**src/rtl/riscv32_pkg.sv**
```systemverilog
`default_nettype none
// ============================================================================
// Module      : riscv32_pkg
// Description : Shared types and constants for the RISCV32 core pipeline.
// Revision    : 1.0 - pipeline stage register state type and counter width
// ============================================================================
package riscv32_pkg;

    // Occupancy of a flow-controlled pipeline stage register
    typedef enum logic [1:0] {
        PS_EMPTY = 2'd0,
        PS_MAIN  = 2'd1,
        PS_BOTH  = 2'd2
    } pipe_state_e;

    localparam int PIPE_CNT_W_DEFAULT = 16;

endpackage : riscv32_pkg
`default_nettype wire

```
**src/rtl/pipe_sat_cnt.sv**
```systemverilog
`default_nettype none
// ============================================================================
// Module      : pipe_sat_cnt
// Description : Saturating up-counter with synchronous clear. Clear has
//               priority over increment; the count sticks at all-ones.
// Revision    : 1.0 - initial release
// ============================================================================
module pipe_sat_cnt #(
    parameter int WIDTH = 16
) (
    input  logic             clk,
    input  logic             rst,
    input  logic             inc,
    input  logic             clr,
    output logic [WIDTH-1:0] cnt
);

    logic [WIDTH-1:0] cnt_q;
    logic [WIDTH-1:0] cnt_d;

    // Next count: clear wins, otherwise increment unless already saturated
    always_comb begin
        cnt_d = cnt_q;
        if (clr) begin
            cnt_d = '0;
        end else if (inc && (cnt_q != {WIDTH{1'b1}})) begin
            cnt_d = cnt_q + {{(WIDTH-1){1'b0}}, 1'b1};
        end
    end

    // Count register
    always_ff @(posedge clk or posedge rst) begin
        if (rst) begin
            cnt_q <= '0;
        end else begin
            cnt_q <= cnt_d;
        end
    end

    assign cnt = cnt_q;

endmodule : pipe_sat_cnt
`default_nettype wire

```
**src/rtl/pipe_stage_reg.sv**
```systemverilog
`default_nettype none
// ============================================================================
// Module      : pipe_stage_reg
// Description : Flow-controlled pipeline stage register with valid/ready
//               handshake, synchronous flush, optional skid entry (registered
//               in_ready) and a saturating stall counter.
// Revision    : 1.0 - initial release
// ============================================================================
module pipe_stage_reg
    import riscv32_pkg::*;
#(
    parameter int DATA_W = 32,
    parameter int SKID   = 1,
    parameter int CNT_W  = PIPE_CNT_W_DEFAULT
) (
    input  logic              clk,
    input  logic              rst,
    input  logic              flush,
    input  logic              in_valid,
    output logic              in_ready,
    input  logic [DATA_W-1:0] in_data,
    output logic              out_valid,
    input  logic              out_ready,
    output logic [DATA_W-1:0] out_data,
    output logic [CNT_W-1:0]  stall_cnt,
    input  logic              stall_clr
);

    pipe_state_e       state_q;
    pipe_state_e       state_d;
    logic [DATA_W-1:0] main_q;
    logic [DATA_W-1:0] main_d;
    logic [DATA_W-1:0] skid_q;
    logic [DATA_W-1:0] skid_d;

    logic in_xfer;
    logic out_xfer;

    assign out_valid = (state_q != PS_EMPTY);
    assign out_data  = main_q;
    assign in_xfer   = in_valid & in_ready;
    assign out_xfer  = out_valid & out_ready;

    // Next occupancy and data movement; flush overrides everything and
    // leaves the data entries untouched so out_data stays stable
    always_comb begin
        state_d = state_q;
        main_d  = main_q;
        skid_d  = skid_q;
        if (flush) begin
            state_d = PS_EMPTY;
        end else begin
            case (state_q)
                PS_EMPTY: begin
                    if (in_xfer) begin
                        main_d  = in_data;
                        state_d = PS_MAIN;
                    end
                end
                PS_MAIN: begin
                    if (in_xfer && out_xfer) begin
                        main_d = in_data;
                    end else if (in_xfer) begin
                        // Only reachable with a skid entry: in_ready is
                        // low whenever the main entry is blocked otherwise
                        skid_d  = in_data;
                        state_d = PS_BOTH;
                    end else if (out_xfer) begin
                        state_d = PS_EMPTY;
                    end
                end
                PS_BOTH: begin
                    if (out_xfer) begin
                        main_d  = skid_q;
                        state_d = PS_MAIN;
                    end
                end
                default: begin
                    state_d = PS_EMPTY;
                end
            endcase
        end
    end

    // Occupancy and payload registers
    always_ff @(posedge clk or posedge rst) begin
        if (rst) begin
            state_q <= PS_EMPTY;
            main_q  <= '0;
            skid_q  <= '0;
        end else begin
            state_q <= state_d;
            main_q  <= main_d;
            skid_q  <= skid_d;
        end
    end

    generate
        if (SKID != 0) begin : g_skid
            logic in_ready_q;
            logic in_ready_d;

            // Upstream ready is a pure flop: low only while both entries hold data
            always_comb begin
                in_ready_d = (state_d != PS_BOTH);
            end

            // Registered upstream ready
            always_ff @(posedge clk or posedge rst) begin
                if (rst) begin
                    in_ready_q <= 1'b1;
                end else begin
                    in_ready_q <= in_ready_d;
                end
            end

            assign in_ready = in_ready_q;
        end else begin : g_no_skid
            // Single entry: accept when empty or when the held entry leaves now
            assign in_ready = ~out_valid | out_ready;
        end
    endgenerate

    pipe_sat_cnt #(
        .WIDTH (CNT_W)
    ) u_stall_cnt (
        .clk (clk),
        .rst (rst),
        .inc (out_valid & ~out_ready),
        .clr (stall_clr),
        .cnt (stall_cnt)
    );

endmodule : pipe_stage_reg
`default_nettype wire

```
**config.mk**
```make
export PLATFORM = sky130hd
export DESIGN_NAME = pipe_stage_reg
export DESIGN_NICKNAME = d
export VERILOG_FILES = /design/src/rtl/riscv32_pkg.sv /design/src/rtl/pipe_sat_cnt.sv /design/src/rtl/pipe_stage_reg.sv
export SDC_FILE = /design/constraint.sdc
export NUM_CORES = 1
export LEC_CHECK = 0
export ABC_CLOCK_PERIOD_IN_PS = 2800
export CORE_UTILIZATION = 50
export CTS_CLUSTER_DIAMETER = 200
export DETAILED_ROUTE_END_ITERATION = 10
export PLACE_DENSITY = 0.87
export SETUP_SLACK_MARGIN = 0.3
export SLEW_MARGIN = 0
export SYNTH_ARGS = -nofsm -noshare
export SYNTH_HDL_FRONTEND = slang
export SYNTH_SLANG_ARGS = --single-unit
```
**constraint.sdc**
```tcl
create_clock -name clk -period 2.8 [get_ports clk]
set_input_delay 0.28 -clock clk [delete_from_list [all_inputs] [get_ports clk]]
set_output_delay 0.28 -clock clk [all_outputs]
set_load 0.01 [all_outputs]
```
==> results of run 1 <==
==> kinds of logic (layout without fill, tap and decap cells) <==
kind of cell,Yosys count,in the layout,synth area share (%)
compound gates,22,22,3.75
simple gates,158,158,18.7
flops,83,83,53.2
mux,73,73,21.0
xor+xnor,1,1,0.224
fa+ha+maj,1,1,0.320
buf+inv,24,115,2.82
==> per-layer routing <==
metal	up-vias	track usage, %	part of all wire (%)
li1	1395	-	-
met1	1459	27.1	42
met2	75	37.7	53
met3	8	3.20	3.8
met4	0	8.87	1.1
met5	-	0	0
==> state kept, by name, indices dropped and copies added (netlist names) <==
register         cells
u_stall_cnt.cnt     16
state_q              2
in_ready             1
out_data            32
skid_q              32
==> layout make-up <==
cell class | count | share of cell area (%)
timing repair buffer | 93 | 18.7
clock buffer | 13 | 3.51
multi-input combinational | 255 | 33.8
clock inverter | 3 | 0.392
sequential | 83 | 40.7
tap | 99 | 2.43
inverter | 6 | 0.466
==> power by group <==
group | internal, µW | leakage [µW] | total, µW | switching (µW)
sequential | 1440 | 0.00103 | 1570 | 130
clock | 418 | 0.0000977 | 832 | 414
combinational | 439 | 0.00111 | 688 | 248
total | 2300 | 0.00224 | 3090 | 792
==> placed cells by master, fill, tap and decap left out, drive strengths merged, types with 3 or more instances in the layout <==
| master | instances |
|---|---|
| or3 | 5 |
| clkbuf | 13 |
| nand3 | 5 |
| nand4 | 4 |
| o21ai | 4 |
| nor3 | 4 |
| nor4 | 3 |
| buf | 6 |
| dfrtp | 82 |
| nor2b | 7 |
| inv | 5 |
| clkdlybuf4s50 | 87 |
| mux2 | 71 |
| nand2b | 4 |
| a211oi | 3 |
| a21oi | 6 |
| nor2 | 15 |
| nand2 | 103 |
==> how the worst min path moves through the flow <==
stage               cells past startpoint  start           to  slack (ns)
finish                                  2    rst  out_data[7]         0.1
global route                            2    rst  out_data[7]        0.12
CTS                                     2    rst  out_data[7]        0.08
detailed placement                      2    rst  out_data[7]        0.46
global placement                        2    rst  out_data[7]        0.46
floorplan                               1  flush   state_q[0]        0.35
==> metrics by stage <==
step	instances	power (µW)	util (%)
finish	552	3090	68.9
global route	552	3250	68.9
CTS	552	3130	68.9
detailed placement	536	2290	66.2
global placement	536	2250	66.2
floorplan	362	1930	-
==> results.md, run 1 <==
Timing:
- The final critical path takes up 78.3% of the cycle.
- The final-layout setup total negative slack is 0 ns.
- The fmax is 456 MHz.
- The worst path setup slack after routing is 0.608 ns.
- Setup repair after global routing left no endpoint under its margin.
- The transition time of the tightest slew-check pin is 0.916 ns.
- The relative slew slack is 38.8%.
- The count of final hold-check violations came to 0.
- The final-report setup violation count is 0.
- The final worst clock skew is 0.00710 ns.
- The worst path needs 2.19 ns of the cycle, external delays included.
- Hold timing on the final database bottoms out at a slack of 0.0972 ns.
- The number of slew-limit violations in the final report was 0.

Critical path:
- On the worst path, the slowest cell contributes a delay of 0.61 ns.
- The worst reg2reg path depth is 5.
- Along the worst path, the maximum fanout reaches 14.
- The register-to-register setup slack is 0.61 ns.
- The critical path runs through a total of 5 cells.
- Tracing the worst setup path back leads to its startpoint at u_stall_cnt.cnt[0].
- Data on the critical path is required at its endpoint by 3.03 ns.
- The signal on the critical path passes through ha_1 -> nand3_1 -> nor4_4 -> a2111oi_0 -> mux2_2.
- The category of the most critical setup path is flip-flop to flip-flop.
- The slowest library cell on the worst path is sky130_fd_sc_hd__nor4_4.
- The worst setup path is captured at a flip-flop.
- The capturing point of the worst reg2reg path is u_stall_cnt.cnt[5].
- The cell class contributing the biggest share of worst-path delay is simple AND/OR/NAND/NOR gates.
- The number of buffers and inverters on the critical path is 0.
- The kind of start point of the critical path is a flip-flop.
- For the worst setup path, the data arrival time is 2.42 ns.
- The endpoint of the most critical setup path is u_stall_cnt.cnt[5].
- The startpoint of the worst register-to-register path is u_stall_cnt.cnt[0].

Die:
- The effective utilization at floorplan is 52.7%.
- The core box area is 7410 µm².
- The die area is 8160 µm².
- The floorplan has 31 rows.
- In this run the horizontal extent of the chip is 90.4 µm.
- The height of the die is 90.4 µm.
- Pin placement for this block handled 88 I/O pins.

CTS:
- The number of buffers inserted for hold repair after clock tree synthesis is 0.
- The later pin in the worst-skew pair is clocked with a latency of 0.34 ns.
- The CTS sink count is 83.
- The clock root buffer master is sky130_fd_sc_hd__clkbuf_8.
- TritonCTS built the clock tree.
- After clock tree synthesis, the clock-pin slew on the worst setup and hold paths is 0.08 ns.
- The number of buffers added by the clock tree synthesis step is 9.
- The maximum clock insertion buffer count is 2.
- The number of gates resized after CTS is 0.
- The number of buffers inserted by post-CTS setup repair is 0.
- The H-tree level count is 3.

Route:
- For this run, the detailed router's first-pass iteration total came to 4.
- The post-route antenna net violation count is 0.
- The final routed DRC violation total is 0.
- The average routed wire per standard cell is 15.3 µm.
- The routed design has 8460 µm of wire.
- For this block, the via count after detailed routing is 2937.
- Using the TritonRoute via totals, the vias-per-cell ratio works out to 5.32.
- The first-iteration detailed-routing DRC count is 134.

Logic synthesis:
- For this run, the number of Yosys warnings is 0.
- The synthesized design devotes to its leading area cell type 52.6% of total area.
- The proportion of register bits with asynchronous set or reset after synthesis is 100%.
- The synthesized netlist net count is 401.
- Summing every instance area after synthesis gives 3900 µm².
- The share of synthesized area occupied by flip-flops and latches is 53.2%.
- Yosys instantiated no cell more often than sky130_fd_sc_hd__nand2_1.
- In the synthesized netlist, the cells that appear most often are 103 x sky130_fd_sc_hd__nand2_1, 82 x sky130_fd_sc_hd__dfrtp_1, 69 x sky130_fd_sc_hd__mux2_2.
- In this run, distinct cell masters in the synthesized netlist total 44.
- The top cell type by total area after synthesis is sky130_fd_sc_hd__dfrtp_1.
- Counting flops with a built-in enable in the synthesized netlist gives 0.
- The synthesized area per cell is 10.8 µm².
- By area the synthesized netlist is led by sky130_fd_sc_hd__dfrtp_1 53%, sky130_fd_sc_hd__mux2_2 20%, sky130_fd_sc_hd__nand2_1 9.9%.
- In this run, synthesis produced a sequential element count of 83.
- The most used flip-flop cell after synthesis is sky130_fd_sc_hd__dfrtp_1.
- The synthesized instance count is 362.

Layout:
- Summing all multi-input logic gate instances after layout gives 1730 µm².
- Fill cells in the final layout number 524.
- The net count of the finished layout is 487.
- The area growth from synthesis to layout is 30.7%.
- Of the cells placed in the final design, the portion with a size suffix greater than 1 is 22.5%.
- The number of diodes added for antenna fixing is 0.
- Summing all non-filler instances in the final layout gives an area of 5100 µm².
- Registers take 2080 µm².

Status:
- The run finished with clean final reports.

Placement:
- OpenSTA, run right after detailed placement, puts the worst setup slack at 0.351 ns.
- The global placer's final weighted congestion is 0.788.
- In this run the tool buffered the top-level ports with 87 buffer cells.
- The placed wire-length estimate is 5790 µm.
- The placed instances occupy a cell area of 4900 µm².

Global routing:
- The number of global-route vias before repair was 3007.
- The first-pass GRT wire length is 14200 µm.
- The number of antenna violations at the first check in global routing is 0.
- The pin count of the biggest net entering global routing is 83.
- Global routing consumed, over all layers together, 21.7% of the routing resources.
- The total grt overflow is 0.

Power and ir drop:
- The worst voltage drop across the vdd grid is 0.289 mV.
- The ratio of total power to cell area is 606 nW/µm².
- The leakage power summed over all cells is 0.00224 µW.

Run:
- The count of maximum capacitance violations is 0.

Worst hold path:
- The worst hold path belongs to the class input port to async pin.
Note: power is estimated with default switching activity, not from simulation.
==> inputs of run 2 (changes only) <==
--- a/config.mk
+++ b/config.mk
@@ -5,11 +5,11 @@
 export SDC_FILE = /design/constraint.sdc
 export NUM_CORES = 1
 export LEC_CHECK = 0
-export ABC_CLOCK_PERIOD_IN_PS = 2800
-export CORE_UTILIZATION = 50
+export ABC_CLOCK_PERIOD_IN_PS = 2000
+export CORE_UTILIZATION = 45
 export CTS_CLUSTER_DIAMETER = 200
 export DETAILED_ROUTE_END_ITERATION = 10
-export PLACE_DENSITY = 0.87
+export PLACE_DENSITY = 0.84
 export SETUP_SLACK_MARGIN = 0.3
 export SLEW_MARGIN = 0
 export SYNTH_ARGS = -nofsm -noshare
==> constraint.sdc (replaced) <==
create_clock -name clk -period 2 [get_ports clk]
set_input_delay 0.2 -clock clk [delete_from_list [all_inputs] [get_ports clk]]
set_output_delay 0.2 -clock clk [all_outputs]
set_load 0.01 [all_outputs]
==> run 2 against run 1 <==
Effect of this change:
- fmax rose by 22%
- cell area grew 12%
- sequential power rose by 41%
- worst hold slack better by 0.24 ns
- sequential share of layout area decreased by 4.4 points
- die area rose by 11%
- critical path type unchanged
==> results.md, run 2 (same netlist as run 1, synthesis figures left out) <==
Route:
- The final routed DRC violation total is 0.
- In the final routing, the length of wire on met1 measures 4310 µm.
- Wire segments on met2 add up to 5380 µm in the final route.
- The first TritonRoute pass finished after 4 iterations.
- Signal routing reaches up to met4.
- The routed layout has 3147 vias.
- After the first detailed-routing iteration, the DRC count stood at 118.
- The post-route antenna net violation count is 0.
- The wire length on met3 is 372 µm.
- In the final routed layout, each cell accounts on average for 17.2 µm.
- Using the TritonRoute via totals, the vias-per-cell ratio works out to 5.27.
- For this block, the routed nets add up to 10300 µm of wire.

Global routing:
- The first-pass GRT wire length is 14400 µm.
- The total grt overflow is 0.
- The number of antenna violations at the first check in global routing was 0.
- The number of global-route vias before repair is 3198.
- Entering global routing, the biggest net connects 84 pins.
- Across every metal layer, demand over resource in global routing totals 20.5%.

CTS:
- For this design, the CTS-stage hold fixing added 0 buffers.
- The latest clock arrival within the worst-skew pair is 0.34 ns.
- TritonCTS built the clock tree.
- CTS built an H-tree with a depth of 3.
- Clock-pin slew was measured on the worst setup and hold paths at 0.08 ns.
- The number of buffers added by the clock tree synthesis step is 9.
- The root buffer cell chosen for the clock tree is sky130_fd_sc_hd__clkbuf_8.
- The maximum clock insertion buffer count is 2.
- CTS saw 83 sinks.

Layout:
- The final instance area is 5740 µm².
- The post-synthesis to final-layout area growth is 47.0%.
- The number of diodes added for antenna fixing is 0.
- For this run, the number of standard cells in the final layout without fillers is 597.
- Leaving out fill and tap cells, the most frequent cell in the layout is sky130_fd_sc_hd__nand2_1.
- Leaving out fill and tap cells, the most frequent cells in the layout are 103 x sky130_fd_sc_hd__nand2_1, 86 x sky130_fd_sc_hd__clkdlybuf4s50_1, 78 x sky130_fd_sc_hd__dfrtp_1.
- In the final layout, the share of cells above drive strength 1 is 33.1%.
- The net count of the finished layout is 527.
- The number of filler instances in the final layout is 610.

Timing:
- The transition time of the tightest slew-check pin is 0.479 ns.
- Of the available clock period, the critical path in the final layout requires 89.8%.
- Setup repair after global routing could not meet its margin everywhere.
- The fmax is 557 MHz.
- The worst path setup slack after routing is 0.203 ns.
- On the final layout, the worst clock skew is 0.0106 ns.
- The minimum period implied by the final worst setup slack is 1.80 ns.
- The number of slew-limit violations in the final report is 0.
- The final-report setup violation count is 0.
- Headroom to the max-slew limit came out at 67.8%.
- The count of final hold-check violations was 0.

Critical path:
- The kind of start point of the critical path is a flip-flop.
- The slowest library cell on the worst path is sky130_fd_sc_hd__or4_4.
- At the worst endpoint, the required time is 2.27 ns.
- The critical path endpoint category is a flip-flop.
- Along the worst path, the maximum fanout reaches 5.
- On the worst path, the slowest cell contributes a delay of 0.49 ns.
- The signal on the critical path passes through buf_6 -> nand4_1 -> or3_4 -> or4_4 -> a21oi_2.
- The data arrival time of the critical path is 2.06 ns.
- The category of the most critical setup path is flip-flop to flip-flop.

Die:
- The height of the die is 95.1 µm.
- The I/O pin count is 88.
- The region available for standard cell placement spans 8300 µm².
- The effective utilization at floorplan is 47.0%.
- The floorplan step defined a die boundary enclosing 9050 µm².
- The number of placement rows is 33.
- The die is 95.1 µm wide.

Power and ir drop:
- Power spread over the standard cell area amounts to 760 nW/µm².
- Of the total power, the share spent switching nets is 26.4%.
- The register share of total power is 50.6%.
- For this design the static power due to leakage is 0.00256 µW.
- The switching power summed over all nets is 1150 µW.
- The combinational share of power is 26.4%.
- The power share of the clock group is 23.0%.
- The worst voltage drop across the vdd grid is 0.533 mV.
- The internal power of the cells is 3210 µW.

Run:
- Max-cap violations in this run came to 0.

Placement:
- The placed wire-length estimate is 6100 µm.
- The global placer's final weighted congestion is 0.822.
- OpenSTA, run right after detailed placement, puts the worst setup slack at -0.0380 ns.
- The number of placed instances, taps included, is 559.
- Once placement finished, the instance area stood at 5080 µm².
- Port buffering added 87 buffers.

Status:
- The run finished with clean final reports.

Worst hold path:
- The worst hold path belongs to the class input port to async pin.
## run 2: cell types whose count changed in the layout (fill, tap and decap cells not counted), sizes merged
cell / delta
buf: +37
clkbuf: +2
clkdlybuf4s15: +1
clkdlybuf4s50: -1
## run 2: path summary, 6_finish.rpt
path / cells past startpoint / to / slack, ns / startpoint
min: 3 / u_stall_cnt.cnt[3] / 0.33 / rst
min in group clk: 2 / skid_q[6] / 0.50 / in_data[6]
max in group asynchronous: 3 / in_ready / 1.30 / rst
min reg2reg: 1 / skid_q[28] / 0.51 / skid_q[28]
max: 5 / u_stall_cnt.cnt[9] / 0.20 / u_stall_cnt.cnt[0]
max reg2reg: 5 / u_stall_cnt.cnt[9] / 0.20 / u_stall_cnt.cnt[0]
## run 2: cell type report
class	count	area [µm²]	area share, %
clock buffer	12	135	2.35
clock inverter	3	17.5	0.305
inverter	6	26.3	0.458
multi-input combinational	255	1980	34.6
sequential	83	2080	36.3
tap	105	131	2.29
timing repair buffer	133	1360	23.7
## run 2: power groups by stage
| stage | Clock (µW) | Sequential [µW] | Combinational [µW] |
|---|---|---|---|
| after floorplan | 0 | 2260 | 440 |
| after global routing | 1090 | 2250 | 1240 |
| after CTS | 1040 | 2200 | 1010 |
| after global placement | 0 | 2200 | 969 |
| final | 1000 | 2210 | 1150 |
| after detailed placement | 0 | 2230 | 1000 |
## run 2: through the flow
step	setup TNS [ns]	hold WS [ns]	util [%]	power [µW]
6_report	0	0.333	69.2	4360
4_1_cts	0	0.338	64.0	4250
5_1_grt	0	0.349	69.2	4580
3_3_place_gp	-0.0339	0.466	61.2	3170
3_5_place_dp	-0.130	0.493	61.2	3240
2_1_floorplan	0	0.266	-	2700
## run 2: critical path, delay by kind of cell, from the launching register on
kind / cells / cell delay, ns
AOI/OAI and AO/OA: 1 / 0.12
buffers and inverters: 1 / 0.11
and+or+nand+nor: 3 / 1.08
DFF: 1 / 0.40
## run 2: layer usage
layer	up-vias	GRT usage [%]
met2	84	37.0
met1	1571	23.4
met4	0	8.08
li1	1474	-
met3	18	4.55
met5	-	0
## run 2: timing repair
item | 4_1_cts | 5_1_grt
gates cloned | 0 | 5
buffers inserted | 5 | 13
pin swaps | 6 | 10
hold endpoints to repair | 0 | 0
endpoints found under the setup margin | 11 | 47
resized for setup | 10 | 61
